--- src/rtl/uart_rx_pkg.sv ---
// uart_rx_pkg
// Shared definitions for the UART receive path:
//   - rx_state_t : receiver FSM state encodings (also driven out on o_state)
//   - LINE_IDLE  : idle level of the serial line, common with uart_tx
//   - clks_per_bit(): integer (truncating) clocks-per-bit calculation
package uart_rx_pkg;

    typedef enum logic [2:0] {
        ST_IDLE   = 3'd0,
        ST_START  = 3'd1,
        ST_DATA   = 3'd2,
        ST_PARITY = 3'd3,
        ST_STOP   = 3'd4,
        ST_BREAK  = 3'd5
    } rx_state_t;

    localparam logic LINE_IDLE = 1'b1;

    function automatic int clks_per_bit(input int clk_rate_hz, input int baud_rate);
        return clk_rate_hz / baud_rate;
    endfunction

endpackage

--- src/rtl/uart_rx_sync_2ff.sv ---
// uart_rx_sync_2ff
// Generic two-flop synchronizer for an asynchronous single-bit input.
// Both flops reset to RESET_VAL so the synchronized output shows a known
// level straight out of reset (idle-high for a UART line).
// Ports:
//   i_clk   : destination clock
//   i_reset : synchronous, active-high reset
//   i_d     : asynchronous input
//   o_q     : synchronized output (two i_clk cycles of latency)
module uart_rx_sync_2ff #(
    parameter logic RESET_VAL = 1'b0
) (
    input  logic i_clk,
    input  logic i_reset,
    input  logic i_d,
    output logic o_q
);

    logic meta;

    always_ff @(posedge i_clk) begin
        if (i_reset) begin
            meta <= RESET_VAL;
            o_q  <= RESET_VAL;
        end else begin
            meta <= i_d;
            o_q  <= meta;
        end
    end

endmodule

--- src/rtl/uart_rx.sv ---
// uart_rx
// Oversampling UART receiver. The asynchronous line is brought into i_clk
// through a two-flop synchronizer, a start bit is qualified at its middle
// (short low glitches are rejected), data is shifted in LSB first and each
// bit is sampled once per bit period at the end of its count.
//
// Optional feature: define UART_RX_PARITY_EN to add an even-parity bit
// between the data bits and the stop bit. Without it the frame is
// start + DATA_BITS + stop and o_parity_err is tied low.
//
// Ports:
//   i_clk        : system clock
//   i_reset      : synchronous, active-high reset
//   i_uart_rx    : asynchronous serial line, idle high
//   o_data       : received word, stable while o_valid is high
//   o_valid      : word available
//   i_ready      : consumer accepts
//   o_frame_err  : one-cycle pulse, stop bit sampled low
//   o_overrun    : one-cycle pulse, new word dropped (previous unaccepted)
//   o_parity_err : one-cycle pulse, parity mismatch with a good stop bit
//   o_state      : current FSM state (rx_state_t encoding), for observation
//
// Handshake: a transfer happens in every cycle where o_valid && i_ready.
// o_valid then drops the following cycle unless a new word loads in that
// same cycle. i_ready while o_valid is low has no effect. A word arriving
// while o_valid is high and i_ready low is dropped and flagged o_overrun.
module uart_rx
    import uart_rx_pkg::*;
#(
    parameter int CLK_RATE_HZ = 60_000_000,
    parameter int BAUD_RATE   = 115_200,
    parameter int DATA_BITS   = 8
) (
    input  logic                 i_clk,
    input  logic                 i_reset,
    input  logic                 i_uart_rx,
    output logic [DATA_BITS-1:0] o_data,
    output logic                 o_valid,
    input  logic                 i_ready,
    output logic                 o_frame_err,
    output logic                 o_overrun,
    output logic                 o_parity_err,
    output logic [2:0]           o_state
);

    localparam int CLKS_PER_BIT = clks_per_bit(CLK_RATE_HZ, BAUD_RATE);
    localparam int CNT_W        = $clog2(CLKS_PER_BIT);
    localparam int IDX_W        = $clog2(DATA_BITS);

    localparam logic [CNT_W-1:0] MID_CNT  = CNT_W'(CLKS_PER_BIT / 2 - 1);
    localparam logic [CNT_W-1:0] END_CNT  = CNT_W'(CLKS_PER_BIT - 1);
    localparam logic [IDX_W-1:0] LAST_IDX = IDX_W'(DATA_BITS - 1);

    generate
        if (CLKS_PER_BIT < 4) begin : g_bad_rate
            $error("uart_rx: CLKS_PER_BIT must be at least 4");
        end
        if (DATA_BITS < 5 || DATA_BITS > 8) begin : g_bad_width
            $error("uart_rx: DATA_BITS must be in 5..8");
        end
    endgenerate

    logic                 rx_s;
    rx_state_t            state;
    logic [CNT_W-1:0]     cnt;
    logic [IDX_W-1:0]     bit_idx;
    logic [DATA_BITS-1:0] shift;
`ifdef UART_RX_PARITY_EN
    logic                 par_bad;
`endif

    uart_rx_sync_2ff #(
        .RESET_VAL (LINE_IDLE)
    ) u_sync (
        .i_clk   (i_clk),
        .i_reset (i_reset),
        .i_d     (i_uart_rx),
        .o_q     (rx_s)
    );

    assign o_state = state;

`ifndef UART_RX_PARITY_EN
    assign o_parity_err = 1'b0;
`endif

    always_ff @(posedge i_clk) begin
        if (i_reset) begin
            state       <= ST_IDLE;
            cnt         <= '0;
            bit_idx     <= '0;
            shift       <= '0;
            o_data      <= '0;
            o_valid     <= 1'b0;
            o_frame_err <= 1'b0;
            o_overrun   <= 1'b0;
`ifdef UART_RX_PARITY_EN
            o_parity_err <= 1'b0;
            par_bad      <= 1'b0;
`endif
        end else begin
            o_frame_err <= 1'b0;
            o_overrun   <= 1'b0;
`ifdef UART_RX_PARITY_EN
            o_parity_err <= 1'b0;
`endif
            // Accepted word retires; a delivery below in the same cycle
            // overrides this and keeps o_valid high.
            if (o_valid && i_ready) begin
                o_valid <= 1'b0;
            end

            case (state)
                ST_IDLE: begin
                    cnt <= '0;
                    if (rx_s != LINE_IDLE) begin
                        state <= ST_START;
                    end
                end

                ST_START: begin
                    if (cnt == MID_CNT) begin
                        cnt     <= '0;
                        bit_idx <= '0;
                        // Line back high at mid start bit: a glitch, not a frame.
                        state   <= (rx_s == LINE_IDLE) ? ST_IDLE : ST_DATA;
                    end else begin
                        cnt <= cnt + 1'b1;
                    end
                end

                ST_DATA: begin
                    if (cnt == END_CNT) begin
                        cnt   <= '0;
                        shift <= {rx_s, shift[DATA_BITS-1:1]};
                        if (bit_idx == LAST_IDX) begin
`ifdef UART_RX_PARITY_EN
                            state <= ST_PARITY;
`else
                            state <= ST_STOP;
`endif
                        end else begin
                            bit_idx <= bit_idx + 1'b1;
                        end
                    end else begin
                        cnt <= cnt + 1'b1;
                    end
                end

`ifdef UART_RX_PARITY_EN
                ST_PARITY: begin
                    if (cnt == END_CNT) begin
                        cnt <= '0;
                        // Even parity: parity bit equals XOR of the data bits.
                        par_bad <= (rx_s != ^shift);
                        state   <= ST_STOP;
                    end else begin
                        cnt <= cnt + 1'b1;
                    end
                end
`endif

                ST_STOP: begin
                    if (cnt == END_CNT) begin
                        cnt <= '0;
                        if (rx_s != LINE_IDLE) begin
                            // Framing error wins over any parity mismatch.
                            o_frame_err <= 1'b1;
                            state       <= ST_BREAK;
                        end else begin
                            state <= ST_IDLE;
`ifdef UART_RX_PARITY_EN
                            if (par_bad) begin
                                o_parity_err <= 1'b1;
                            end else
`endif
                            if (!o_valid || i_ready) begin
                                o_data  <= shift;
                                o_valid <= 1'b1;
                            end else begin
                                o_overrun <= 1'b1;
                            end
                        end
                    end else begin
                        cnt <= cnt + 1'b1;
                    end
                end

                ST_BREAK: begin
                    // Hold off until the line returns idle so a long low
                    // level is not mistaken for a run of start bits.
                    cnt <= '0;
                    if (rx_s == LINE_IDLE) begin
                        state <= ST_IDLE;
                    end
                end

                default: begin
                    state <= ST_IDLE;
                    cnt   <= '0;
                end
            endcase
        end
    end

endmodule

--- config.mk ---
export PLATFORM = sky130hd
export DESIGN_NAME = uart_rx
export DESIGN_NICKNAME = d
export VERILOG_FILES = /design/src/rtl/uart_rx_pkg.sv /design/src/rtl/uart_rx_sync_2ff.sv /design/src/rtl/uart_rx.sv
export SDC_FILE = /design/constraint.sdc
export NUM_CORES = 1
export LEC_CHECK = 0
export BUFFER_PORTS_ARGS = -buffer_cell sky130_fd_sc_hd__buf_2
export CAP_MARGIN = 20
export CORE_MARGIN = 2
export CORE_UTILIZATION = 56
export CTS_CLUSTER_SIZE = 10
export DETAILED_ROUTE_END_ITERATION = 10
export HOLD_SLACK_MARGIN = 0.06
export PLACE_DENSITY = 0.77
export SLEW_MARGIN = 20
export SYNTH_ARGS = -nofsm -noshare
export SYNTH_HDL_FRONTEND = slang
export SYNTH_HIERARCHICAL = 1
export SYNTH_SLANG_ARGS = --single-unit
--- constraint.sdc ---
create_clock -name i_clk -period 2.55 [get_ports i_clk]
set_clock_uncertainty 0.15 [all_clocks]
set_input_delay 0.51 -clock i_clk [delete_from_list [all_inputs] [get_ports i_clk]]
set_output_delay 0.51 -clock i_clk [all_outputs]
set_load 0.005 [all_outputs]
# ---- Word-level counts from Yosys, hierarchy flattened
# Index checks and enable logic that the tools add are counted.
dict set report word_totals {
  regBits 37
  latchBits 0
  ram_bits 0
  romBits 0
  inputBits 4
  output_inout_bits 15
  elab_cells 64
  n_memories 0
}
dict set report classes {
  n_addsub 2
  mul 0
  div 0
  order_cmp 0
  n_eq_ne 14
  n_shift 0
  mux 23
  bitwise 3
  reduce_logical 12
}
# cell count
set ops {}
lappend ops {{3-bit two-way mux} 10}
lappend ops {{10-bit two-way mux} 2}
lappend ops {{10-bit one-hot mux with 2 select lines} 1}
lappend ops {{3-bit one-hot mux with 5 select lines} 1}
lappend ops {{2-bit != test, second input constant} 6}
lappend ops {{10-bit by 1-bit adder with 10-bit output, second input constant} 1}
lappend ops {{10-bit equality test, second input constant} 1}
lappend ops {{10-bit by 9-bit equality test with 1-bit output, second input constant} 1}
lappend ops {{3-bit equality test, second input constant} 3}
lappend ops {{4-bit AND reduction} 2}
lappend ops {{1-bit two-way mux} 7}
lappend ops {{3-bit one-hot mux with 2 select lines} 1}
lappend ops {{6-bit AND reduction} 1}
lappend ops {{4-bit OR reduction} 1}
lappend ops {{3-bit by 1-bit adder with 3-bit output, second input constant} 1}
lappend ops {{3-bit by 1-bit equality test with 1-bit output, second input constant} 1}
lappend ops {{3-bit by 2-bit equality test with 1-bit output, second input constant} 1}
lappend ops {{3-bit zero test} 1}
lappend ops {{1-bit inverter} 3}
lappend ops {{3-bit OR reduction} 1}
lappend ops {{2-bit two-way mux} 1}
lappend ops {{2-bit by 1-bit != test with 1-bit output, second input constant} 1}
lappend ops {{2-bit AND reduction} 1}
lappend ops {{2-bit nonzero test} 1}
lappend ops {{other kinds (4)} 4}

# ---- Depth between registers and ports, before layout
dict set report logic_depth {
  ltp_word 6
  ltp_mapped 6
}

# ---- Cells and area by module
# Netlist, hierarchy kept.
# module n_inst cells_each area_per_inst_um2 seq_area_each_um2
set by_module_without_submodules {}
lappend by_module_without_submodules {uart_rx 1 164 1550.2 700.7}
lappend by_module_without_submodules {uart_rx_sync_2ff 1 4 52.6 40.0}

# ---- Worst setup path before layout
# No wires, ideal clock.
dict set report synth_timing {
  path_type {register -> register}
  start {register cnt[4]}
  end {register o_data[0]}
  setup_time_ns 0.132
  arrival_ns 1.777
  slack_ns 0.491
  stages_incl_launch_ff 6
  synth_period_minus_slack_ns 2.059
  path_cell_list {dfxtp_1 > or4_4 > or4_1 > buf_2 > o21ai_0 > a21oi_1}
}
dict set report synth_between {
  elab_chain_len 2
}
# item line
set synth_lines {}
lappend synth_lines {{start, declared} uart_rx.sv:65} ;# logic [CNT_W-1:0] cnt;
lappend synth_lines {{start signal, assigned} uart_rx.sv:128} ;# cnt <= cnt + 1'b1;
lappend synth_lines {{start signal, assigned} uart_rx.sv:146} ;# cnt <= cnt + 1'b1;
lappend synth_lines {{start signal, assigned} uart_rx.sv:185} ;# cnt <= cnt + 1'b1;
lappend synth_lines {{10-bit equality test} uart_rx.sv:164} ;# if (cnt == END_CNT) begin
lappend synth_lines {{4-bit AND reduction (no line)} --}
lappend synth_lines {{end signal, assigned} uart_rx.sv:178} ;# o_data <= shift;
lappend synth_lines {{end, declared} uart_rx.sv:37} ;# output logic [DATA_BITS-1:0] o_data,
# No other way between the ends.
# A chain may end at the register's enable or synchronous reset.

# ---- Worst setup path after layout
dict set report layout_timing {
  start {register cnt[4]}
  end {register o_data[7]}
}
# Same word-level chain as after synthesis.

==> results.md <==
- Status: finished, final reports clean
- Average size of a mapped cell: 9.54 um^2
- Net Switching: 0.196 mW
- Top Metal Used: met4
- Commonest non-fill, non-tap cell in the layout: dfxtp_1
- Hold depth: 2
- Total grt overflow: 0
- DRT Pass-1 Iters: 4
- Most frequent cells in the layout: dfxtp_1, buf_2, nor2_1, nor3_1, nand3_1
- Worst setup EP type: flip-flop
- DR vias/cell: 5.86
- Die span in x: 57.5 um
- Reg area: 741 um^2
- Post-route ant nets: 0
- H-tree Lvls: 2
- Met2 wire length: 1750 um
- Initial DRC count: 38
- CP Launch Type: flip-flop
- Post-DP Area: 1700 um^2
- TritonCTS clock tree: yes
- Reg-to-Reg Start: cnt[4]
- Worst slew pin tran: 0.596 ns
- GRT Overall Usage: 22.4%
- WL met3: 147 um
- Row count: 19
- IO Pins: 19
- Seq pwr share: 65.5%
- CP Max Fanout: 10
- Placed wire-length estimate: 2380 um
- Worst hold path startpoint: i_uart_rx
- Final wirelength: 3240 um
- Pin count of the biggest net entering global routing: 36
- Cts hold-fix bufs: 0
- Clock Tree Root: clkbuf_4
- Critical path class: reg2reg
- DRC: 0
- Leakage power: 0.644 nW
- Max-slew violation count: 0
- Area of the mapped netlist: 1600 um^2
- Port Buf Inserts: 17
- Synthesized netlist cell count: 168
- Area of the multi-input gates: 808 um^2
- Vias in the first global route: 1337
- Ant diodes: 0
- Area growth syn-to-layout: 9.45%
- Resized cells post-CTS: 0
- Yosys cell types: 41
- Mapped Nets: 175
- First-pass GRT wire length: 5690 um
- R2r worst-path depth: 4
- Part of the power in the clock network: 31.4%
- Share of cells above drive strength 1: 18.8%
- Core area: 2730 um^2
- Hold EP: u_sync/meta
- Setup violators final: 0
- Async set or reset register ratio after synthesis: 0%
- Crit path required time: 2.60 ns
- Vias: 1272
- Setup TNS: 0 ns
- Period minus WS final: 2.31 ns
- Worst setup path start: cnt[4]
- Die Ht: 57.5 um
- #FFs+latches synth: 37
- Worst path arrival time: 2.36 ns
- Post-synth EDFFs: 0
- Cell Pwr Density: 508 nW/um^2
- RSZ-0062 raised after global routing: false
- Starting density of the core: 58.6%
- Routed len/inst: 14.9 um
- Layout fillers: 256
- Max frequency: 0.433 GHz
- Die area: 3310 um^2
- Synth warnings: 6
- Fin nets: 192
- Slew Limit Headroom: 60.2%
- Top_reg_cell synth: dfxtp_1
- Combinational Power Share: 3.1%
- Routability cong.: 0.799
- HP Class: in2reg
- Skew-Pair Late Insertion Delay: 0.33 ns
- Met1 wire length: 1330 um
- Sequential fraction of the synthesis area: 46.2%
- Setup Buffers After CTS: 0
- CTS Sinks: 37
- Max cap viols: 0
- Clk buf depth: 2
- Switching Fraction: 22.0%
- Number of CTS-inserted buffers: 5
- Fin. Hold Viols: 0
- Final Cell Area: 1750 um^2
- Reg2reg end: o_data[7]
- Flop2flop setup slack: 0.24 ns
- Initial antenna violation count: 0
- Max VDD drop: 0.000445 V
- Crit share post-route: 90.5%
- Internal: 0.694 mW
- Clock Pin Slew Worst Setup and Hold Paths: 0.11 ns
logic make-up after synthesis:
logic type      count (synthesis)  synth area share, %
flops                          37                 46.2
other cells                     1                0.234
mux                             9                 5.62
simple gates                   68                 26.1
xor+xnor                        9                 4.92
compound gates                 29                 11.2
buf+inv                        12                 3.36
fa+ha+maj                       3                 2.34
registers in the layout (all words and copies together) (netlist names):
register,flops
o_overrun,1
cnt,10
o_state,3
u_sync/o_q,1
o_frame_err,1
u_sync/meta,1
shift,8
o_valid,1
bit_idx,3
o_data,8
Yosys cell counts, drive strengths merged (2+ instances only):
cell type	count	share of area, %
a211oi	2	0.94
a21oi	10	3.4
a31o	2	1.1
a31oi	3	1.2
and3	3	1.2
and4	3	1.6
buf	3	1.2
clkbuf	7	1.6
dfxtp	37	46
ha	3	2.3
inv	2	0.47
mux2i	9	5.6
nand2	4	0.94
nand3	12	3.7
nand4	2	0.78
nor2	13	3.0
nor3	13	4.1
nor4	2	2.7
o21ai	8	2.5
or2	2	0.78
or3	2	0.78
or3b	2	1.1
or4	2	1.2
or4bb	2	1.4
xnor2	3	1.6
xor2	6	3.3
worst max-delay path by stage:
| stage | endpoint | slack, ns | depth (start not counted) |
|---|---|---|---|
| 2_1_floorplan | o_data[0] | 0.49 | 5 |
| 3_3_place_gp | o_data[6] | 0.38 | 4 |
| 3_5_place_dp | o_data[7] | 0.26 | 4 |
| 4_1_cts | o_data[7] | 0.27 | 4 |
| 5_1_grt | o_data[7] | 0.17 | 4 |
| 6_report | o_data[7] | 0.24 | 4 |
power groups by stage:
stage	Clock [mW]	Sequential, mW	Combinational (mW)
floorplan	0	0.596	0.0199
global placement	0	0.597	0.0259
detailed placement	0	0.597	0.0274
CTS	0.293	0.584	0.0274
global route	0.319	0.585	0.0308
finish	0.280	0.584	0.0274
final cells by class:
| type | instances | share of cell area, % |
|---|---|---|
| tap | 31 | 2.21 |
| clock buffer | 6 | 2.35 |
| multi-input combinational | 119 | 46.1 |
| clock inverter | 2 | 0.571 |
| timing repair buffer | 20 | 6.13 |
| sequential | 37 | 42.2 |
| inverter | 2 | 0.428 |
per-stage QoR:
step | setup WS [ns] | cells | utilization, % | hold slack [ns] | total power [mW]
6_report | 0.242 | 217 | 64.2 | 0.197 | 0.891
5_1_grt | 0.168 | 217 | 64.2 | 0.181 | 0.935
4_1_cts | 0.271 | 217 | 64.2 | 0.183 | 0.905
3_5_place_dp | 0.264 | 209 | 62.3 | 0.250 | 0.624
3_3_place_gp | 0.376 | 209 | 62.3 | 0.248 | 0.623
2_1_floorplan | 0.491 | 168 | - | 0.235 | 0.616
metal layers:
| metal | global-route usage (%) | vias up |
|---|---|---|
| met3 | 6.12 | 2 |
| li1 | - | 642 |
| met4 | 8.64 | 0 |
| met1 | 24.3 | 599 |
| met5 | 0 | - |
| met2 | 40.9 | 29 |
worst max-delay path: stages (launching register included):
cell and delay [ns]:
dfxtp_1 0.37, or4_4 0.60, or4_1 0.71, o21ai_0 0.25, a21oi_1 0.10
No activity file was read; power rests on OpenSTA's default activity.
